## config.mk

```make
export PLATFORM = sky130hd
export DESIGN_NAME = fetch_unit_flat
export DESIGN_NICKNAME = d
export VERILOG_FILES = /design/src/rtl/cpu_pkg.sv /design/src/rtl/fetch_unit_if.sv /design/src/rtl/instr_decode.sv /design/src/rtl/fetch_unit.sv /design/src/flat_wrapper.sv
export SDC_FILE = /design/constraint.sdc
export NUM_CORES = 1
export LEC_CHECK = 0
export BUFFER_PORTS_ARGS = -buffer_cell sky130_fd_sc_hd__buf_2
export CAP_MARGIN = 15
export CORE_MARGIN = 2
export CORE_UTILIZATION = 54
export DETAILED_ROUTE_END_ITERATION = 6
export HOLD_SLACK_MARGIN = 0.08
export PLACE_DENSITY = 0.94
export SLEW_MARGIN = 40
export SYNTH_ARGS = -nofsm -noshare
export SYNTH_HDL_FRONTEND = slang
export SYNTH_SLANG_ARGS = --single-unit
```

## constraint.sdc

```tcl
create_clock -name clk -period 4 [get_ports clk]
set_input_delay 0.4 -clock clk [delete_from_list [all_inputs] [get_ports clk]]
set_output_delay 0.4 -clock clk [all_outputs]
set_load 0.05 [all_outputs]
```

## src/rtl/cpu_pkg.sv

```systemverilog
// Shared definitions for the fetch front end: opcode values, instruction
// field positions and the fetch state encoding.
package cpu_pkg;

  localparam int INSTR_W = 8;
  localparam int PC_W    = 8;
  localparam int OP_W    = 4;
  localparam int REG_W   = 2;

  localparam int OP_MSB  = 7;
  localparam int OP_LSB  = 4;
  localparam int RD_MSB  = 3;
  localparam int RD_LSB  = 2;
  localparam int RS_MSB  = 1;
  localparam int RS_LSB  = 0;
  localparam int TGT_MSB = 3;
  localparam int TGT_LSB = 0;

  localparam logic [OP_W-1:0] OP_NOP = 4'b0000;
  localparam logic [OP_W-1:0] OP_JNZ = 4'b1011;
  localparam logic [OP_W-1:0] OP_JMP = 4'b1100;
  localparam logic [OP_W-1:0] OP_HLT = 4'b1111;

  typedef enum logic [1:0] {
    ST_FETCH = 2'd0,
    ST_ISSUE = 2'd1,
    ST_HALT  = 2'd2
  } fetch_state_e;

endpackage

```

## src/rtl/fetch_unit_if.sv

```systemverilog
// Signals between the fetch unit, the program store and the execute stage.
interface fetch_unit_if;
  import cpu_pkg::*;

  logic [PC_W-1:0]    linenumber;
  logic [INSTR_W-1:0] instr_in;
  logic               exec_ready;
  logic               z_flag;
  logic               dec_valid;
  logic [OP_W-1:0]    dec_op;
  logic [REG_W-1:0]   dec_rd;
  logic [REG_W-1:0]   dec_rs;
  logic               halted;

  modport master (
    output linenumber, dec_valid, dec_op, dec_rd, dec_rs, halted,
    input  instr_in, exec_ready, z_flag
  );

  modport slave (
    input  linenumber, dec_valid, dec_op, dec_rd, dec_rs, halted,
    output instr_in, exec_ready, z_flag
  );

endinterface

```

## src/rtl/instr_decode.sv

```systemverilog
// Splits an instruction byte into its fields and flags the opcodes that the
// fetch unit consumes itself rather than issuing.
module instr_decode
  import cpu_pkg::*;
(
  input  logic [INSTR_W-1:0] i_instr,
  output logic [OP_W-1:0]    o_op,
  output logic [REG_W-1:0]   o_rd,
  output logic [REG_W-1:0]   o_rs,
  output logic [3:0]         o_target,
  output logic               o_is_nop,
  output logic               o_is_jmp,
  output logic               o_is_jnz,
  output logic               o_is_hlt
);

  always_comb begin
    o_op     = i_instr[OP_MSB:OP_LSB];
    o_rd     = i_instr[RD_MSB:RD_LSB];
    o_rs     = i_instr[RS_MSB:RS_LSB];
    o_target = i_instr[TGT_MSB:TGT_LSB];
    o_is_nop = (o_op == OP_NOP);
    o_is_jmp = (o_op == OP_JMP);
    o_is_jnz = (o_op == OP_JNZ);
    o_is_hlt = (o_op == OP_HLT);
  end

endmodule

```

## src/rtl/fetch_unit.sv

```systemverilog
// Instruction fetch FSM: reads one program line, then either issues it to the
// execute stage with a valid/ready handshake or resolves it locally.
module fetch_unit
  import cpu_pkg::*;
#(
  parameter int LAST_LINE = 64
) (
  input  logic         clk,
  input  logic         rst,
  fetch_unit_if.master bus
);

  localparam logic [PC_W-1:0] LAST_PC = LAST_LINE[PC_W-1:0];

  fetch_state_e       r_state;
  fetch_state_e       w_next_state;
  logic [PC_W-1:0]    r_pc;
  logic [PC_W-1:0]    w_pc_next;
  logic [INSTR_W-1:0] r_ir;
  logic [INSTR_W-1:0] w_ir_next;

  logic [OP_W-1:0]    w_op;
  logic [REG_W-1:0]   w_rd;
  logic [REG_W-1:0]   w_rs;
  logic [3:0]         w_target;
  logic               w_is_nop;
  logic               w_is_jmp;
  logic               w_is_jnz;
  logic               w_is_hlt;
  logic               w_is_issued;
  logic [PC_W-1:0]    w_pc_adv;
  logic [PC_W-1:0]    w_pc_jump;

  instr_decode u_decode (
    .i_instr  (r_ir),
    .o_op     (w_op),
    .o_rd     (w_rd),
    .o_rs     (w_rs),
    .o_target (w_target),
    .o_is_nop (w_is_nop),
    .o_is_jmp (w_is_jmp),
    .o_is_jnz (w_is_jnz),
    .o_is_hlt (w_is_hlt)
  );

  // Wrap only at LAST_LINE; a jump target past it counts on up to 255 -> 0.
  assign w_pc_adv    = (r_pc == LAST_PC) ? '0 : r_pc + 8'd1;
  assign w_pc_jump   = {4'b0000, w_target};
  assign w_is_issued = ~(w_is_nop | w_is_jmp | w_is_jnz | w_is_hlt);

  always_ff @(posedge clk) begin
    if (rst) begin
      r_state <= ST_FETCH;
      r_pc    <= '0;
      r_ir    <= '0;
    end else begin
      r_state <= w_next_state;
      r_pc    <= w_pc_next;
      r_ir    <= w_ir_next;
    end
  end

  always_comb begin
    w_next_state = r_state;
    w_pc_next    = r_pc;
    w_ir_next    = r_ir;
    case (r_state)
      ST_FETCH: begin
        w_ir_next    = bus.instr_in;
        w_next_state = ST_ISSUE;
      end
      ST_ISSUE: begin
        if (w_is_nop) begin
          w_pc_next    = w_pc_adv;
          w_next_state = ST_FETCH;
        end else if (w_is_jmp) begin
          w_pc_next    = w_pc_jump;
          w_next_state = ST_FETCH;
        end else if (w_is_jnz) begin
          // z_flag is only trusted once the execute stage reports idle.
          if (bus.exec_ready) begin
            w_pc_next    = bus.z_flag ? w_pc_adv : w_pc_jump;
            w_next_state = ST_FETCH;
          end
        end else if (w_is_hlt) begin
          if (bus.exec_ready) begin
            w_next_state = ST_HALT;
          end
        end else if (bus.exec_ready) begin
          w_pc_next    = w_pc_adv;
          w_next_state = ST_FETCH;
        end
      end
      ST_HALT: begin
        w_next_state = ST_HALT;
      end
      default: begin
        w_next_state = ST_FETCH;
      end
    endcase
  end

  always_comb begin
    bus.linenumber = r_pc;
    bus.dec_valid  = (r_state == ST_ISSUE) && w_is_issued;
    bus.dec_op     = w_op;
    bus.dec_rd     = w_rd;
    bus.dec_rs     = w_rs;
    bus.halted     = (r_state == ST_HALT);
  end

endmodule

```

## src/flat_wrapper.sv

```systemverilog
// flat-port wrapper written by rule: the top's interface ports become plain ports
module fetch_unit_flat import cpu_pkg::*;
#(
  parameter int LAST_LINE = 64
)
  (clk, rst, bus_linenumber, bus_dec_valid, bus_dec_op, bus_dec_rd, bus_dec_rs, bus_halted, bus_instr_in, bus_exec_ready, bus_z_flag);
  fetch_unit_if bus_i ();
  input  logic clk;
  input  logic rst;
  output wire logic [$bits(bus_i.linenumber)-1:0] bus_linenumber;
  output wire logic [$bits(bus_i.dec_valid)-1:0] bus_dec_valid;
  output wire logic [$bits(bus_i.dec_op)-1:0] bus_dec_op;
  output wire logic [$bits(bus_i.dec_rd)-1:0] bus_dec_rd;
  output wire logic [$bits(bus_i.dec_rs)-1:0] bus_dec_rs;
  output wire logic [$bits(bus_i.halted)-1:0] bus_halted;
  input wire logic [$bits(bus_i.instr_in)-1:0] bus_instr_in;
  input wire logic [$bits(bus_i.exec_ready)-1:0] bus_exec_ready;
  input wire logic [$bits(bus_i.z_flag)-1:0] bus_z_flag;
  assign bus_linenumber = bus_i.linenumber;
  assign bus_dec_valid = bus_i.dec_valid;
  assign bus_dec_op = bus_i.dec_op;
  assign bus_dec_rd = bus_i.dec_rd;
  assign bus_dec_rs = bus_i.dec_rs;
  assign bus_halted = bus_i.halted;
  assign bus_i.instr_in = bus_instr_in;
  assign bus_i.exec_ready = bus_exec_ready;
  assign bus_i.z_flag = bus_z_flag;
  fetch_unit #(.LAST_LINE(LAST_LINE)) u_core (.clk(clk), .rst(rst), .bus(bus_i));
endmodule
```

==> impl_metrics.csv <==
group,metric,value,unit
run_status,status,"completed",
clock_network,cts_setup_buffers,0,
sta,fin_skew,0.00503,ns
final_layout,diodes,0,
critical_path,timing.rr.end,"u_core.bus.linenumber[7]$_SDFFE_PP0P_",
sta,setup_viol,0,
detailed_routing,vias,1060,
synth,yosysWarnings,0,
sta,max_freq,488,MHz
sta,holdWs,0.325,ns
die,start_util,57.7,%
die,dieWidth,47.2,um
global_routing,grt_pass1_wl,3.79,mm
sta,rsz0062_at_grt,"no",
synth,synth_cells,119,
min_path,hp-class,"input port to register",
die,die_area,2230,um^2
final_layout,fin_nets,163,
clock_network,cts.sinks,18,
clock_network,clk_latency,0.29,ns
clock_network,ctsHoldBuffers,0,
final_layout,syn_to_final_growth,19.6,%
clock_network,htree_levels,1,
die,io_pins,30,
critical_path,cp.required,3.60,ns
final_layout,fillers,142,
sta,finalHoldViolations,0,
detailed_routing,drtIter0Drc,35,
detailed_routing,firstDrtPassIters,4,
clock_network,clk_pin_slew,0.11,ns
synth,syn-num-nets,133,
synth,synth_edf_count,0,
detailed_routing,wirelength,2.40,mm
min_path,min_to,"u_core.r_ir[0]$_SDFFE_PP0N_",
detailed_routing,drc,0,
run,drv_cap,0,
power_and_ir_drop,p_leak,0.507,nW
critical_path,cp_slowest_cell,"dfxtp_1",
final_layout,postLayoutCellArea,1200,um^2
die,core.rowCount,15,
die,dieHeight,47.2,um
power_and_ir_drop,ir_drop,0.000251,V
placed_design,place.gp.congestion,0.910,
critical_path,slowest_delay,0.53,ns
global_routing,gr-total-overflow,0,
critical_path,r2r_start,"u_core.r_state[0]$_SDFFE_PP0P_",
sta,report.final.slew_viol_count,0,
sta,post-route-period-util,51.2,%
detailed_routing,post_drt_via_cell_ratio,6.13,
min_path,hold_depth,3,
synth,ys_types,38,
synth,seq_area_frac_synth,35.8,%
critical_path,r2r_cells,4,
synth,ys_ff_latch,18,
global_routing,grt_max_degree,23,
synth,synth-main-ff-cell,"dfxtp_1",
global_routing,antenna_found_initial,0,
global_routing,grtUsageTotal,23.6,%
placed_design,placed_cell_area,1170,um^2
final_layout,drive_gt1_share,27.0,%
sta,tightestPinTransition,0.439,ns
power_and_ir_drop,finalPower,0.416,mW
critical_path,r2r_setup_slack,2.33,ns
clock_network,ctsResizeCount,0,
placed_design,dp_hpwl,1.70,mm
critical_path,arrival,1.65,ns
placed_design,io_buffers,29,
clock_network,cts_tree,"yes",
detailed_routing,ant_nets,0,
detailed_routing,wl_per_cell,13.9,um
critical_path,cp-end-kind,"output port",
critical_path,critical_path_class,"register to output port",
critical_path,cp_max_fo,12,
min_path,hold_path_startpoint,"bus_instr_in[0]",
power_and_ir_drop,power_per_cell_area,345,nW/um^2
synth,syn_area_per_cell,8.46,um^2
die,core_area,1750,um^2
sta,timing.final.crit_period,2.05,ns
clock_network,cts_root_buf,"clkbuf_4",
global_routing,grt_pass1_vias,918,
final_layout,ff_latch_area,360,um^2
sta,relSlewSlack,70.6,%
final_layout,multi_input_area,609,um^2
synth,synth_async_sr_flop_share,0,%
critical_path,start_kind,"register",
clock_network,cts_buffer_depth,2,
synth,synthesis.area,1010,um^2
critical_path,path_cells,"nor2b_1 -> nor3b_1 -> buf_2",
clock_network,numCtsBuffers,3,
sta,tns,0,ns
==> cell type report <==
class	instances	share of cell area, %
flip-flops and latches	18	29.9
inverters	6	1.87
repair buffers	29	12.0
well taps	25	2.60
multi-input cells	91	50.6
clock buffers	4	3.01
==> stage by stage <==
| stage | std cells | utilization (%) | setup slack [ns] |
|---|---|---|---|
| final | 173 | 69.0 | 1.95 |
| after global routing | 173 | 69.0 | 1.85 |
| after floorplan | 119 | - | 1.29 |
| after global placement | 169 | 67.0 | 2.36 |
| after CTS | 173 | 69.0 | 1.94 |
| after detailed placement | 169 | 67.0 | 2.30 |
==> registers in the layout, summed over array words and instances, names as in the netlist <==
| register | flops |
|---|---|
| u_core.r_state | 2 |
| u_core.bus.linenumber | 8 |
| u_core.r_ir | 8 |
==> worst max-delay path: cells and delay by family, from the launching register on <==
family / cells / cell delay (ns)
buffers and inverters: 1 / 0.29
flip-flops: 1 / 0.53
AND/OR/NAND/NOR: 2 / 0.54
==> cell usage after synthesis, types with 2 or more instances <==
master	count	area, um^2
nor3_1	2	10.0
mux2i_1	3	30.0
o211ai_1	3	22.5
o21ai_0	10	50.1
nand3_1	2	10.0
clkbuf_1	4	15.0
nand2_1	12	45.0
a21oi_1	12	60.1
ha_1	2	25.0
a211oi_1	2	15.0
o21a_1	3	22.5
a311oi_1	3	26.3
nand4_1	4	25.0
dfxtp_1	18	360
nor2_1	3	11.3
inv_1	6	22.5
o32ai_1	2	17.5
nor3b_1	2	15.0
or3_1	4	25.0
nor2b_1	4	25.0
==> routing by layer <==
| layer | part of all wire [%] | GRT usage [%] | vias up |
|---|---|---|---|
| met2 | 49 | 41.6 | 50 |
| met5 | 0 | 0 | - |
| li1 | - | - | 512 |
| met1 | 42 | 27.3 | 489 |
| met4 | 2.5 | 10.0 | 0 |
| met3 | 6.3 | 5.38 | 9 |
==> power by group <==
part | switching, mW | internal, mW | total (mW) | leakage [nW]
clock | 0.0585 | 0.0555 | 0.114 | 0.0210
sequential | 0.0145 | 0.189 | 0.203 | 0.147
combinational | 0.0692 | 0.0296 | 0.0988 | 0.339
total | 0.142 | 0.274 | 0.416 | 0.507
==> placed cells by master (no fill, tap or decap), types with 2 or more instances in the layout <==
master    Yosys  layout
clkbuf_4      0       3
inv_1         6       6
or3_1         4       4
nand3_1       2       2
dfxtp_1      18      18
o21ai_0      10      10
nor3_1        2       2
nand2_1      12      12
o21a_1        3       3
o211ai_1      3       3
a311oi_1      3       3
buf_2         0      29
ha_1          2       2
a211oi_1      2       2
nor3b_1       2       2
nor2_1        3       3
o32ai_1       2       2
nand4_1       4       4
nor2b_1       4       4
mux2i_1       3       3
a21oi_1      12      12
==> cell families after synthesis <==
logic type      count (synthesis)  synth area share [%]
simple gates                   41                  24.1
flops                          18                  35.8
fa+ha+maj                       2                  2.48
xor+xnor                        1                 0.870
mux                             3                  2.98
buf+inv                        10                  3.73
compound gates                 44                  30.1
==> worst max-delay path by stage <==
stage                                    from            end  cells after the start
2_1_floorplan     u_core.r_ir[7]$_SDFFE_PP0N_  bus_dec_valid                      3
3_3_place_gp   u_core.r_state[0]$_SDFFE_PP0P_  bus_dec_valid                      3
3_5_place_dp   u_core.r_state[0]$_SDFFE_PP0P_  bus_dec_valid                      3
4_1_cts        u_core.r_state[0]$_SDFFE_PP0P_  bus_dec_valid                      3
5_1_grt           u_core.r_ir[7]$_SDFFE_PP0N_  bus_dec_valid                      4
6_report       u_core.r_state[0]$_SDFFE_PP0P_  bus_dec_valid                      3
Note: power is estimated with default switching activity, not from simulation.
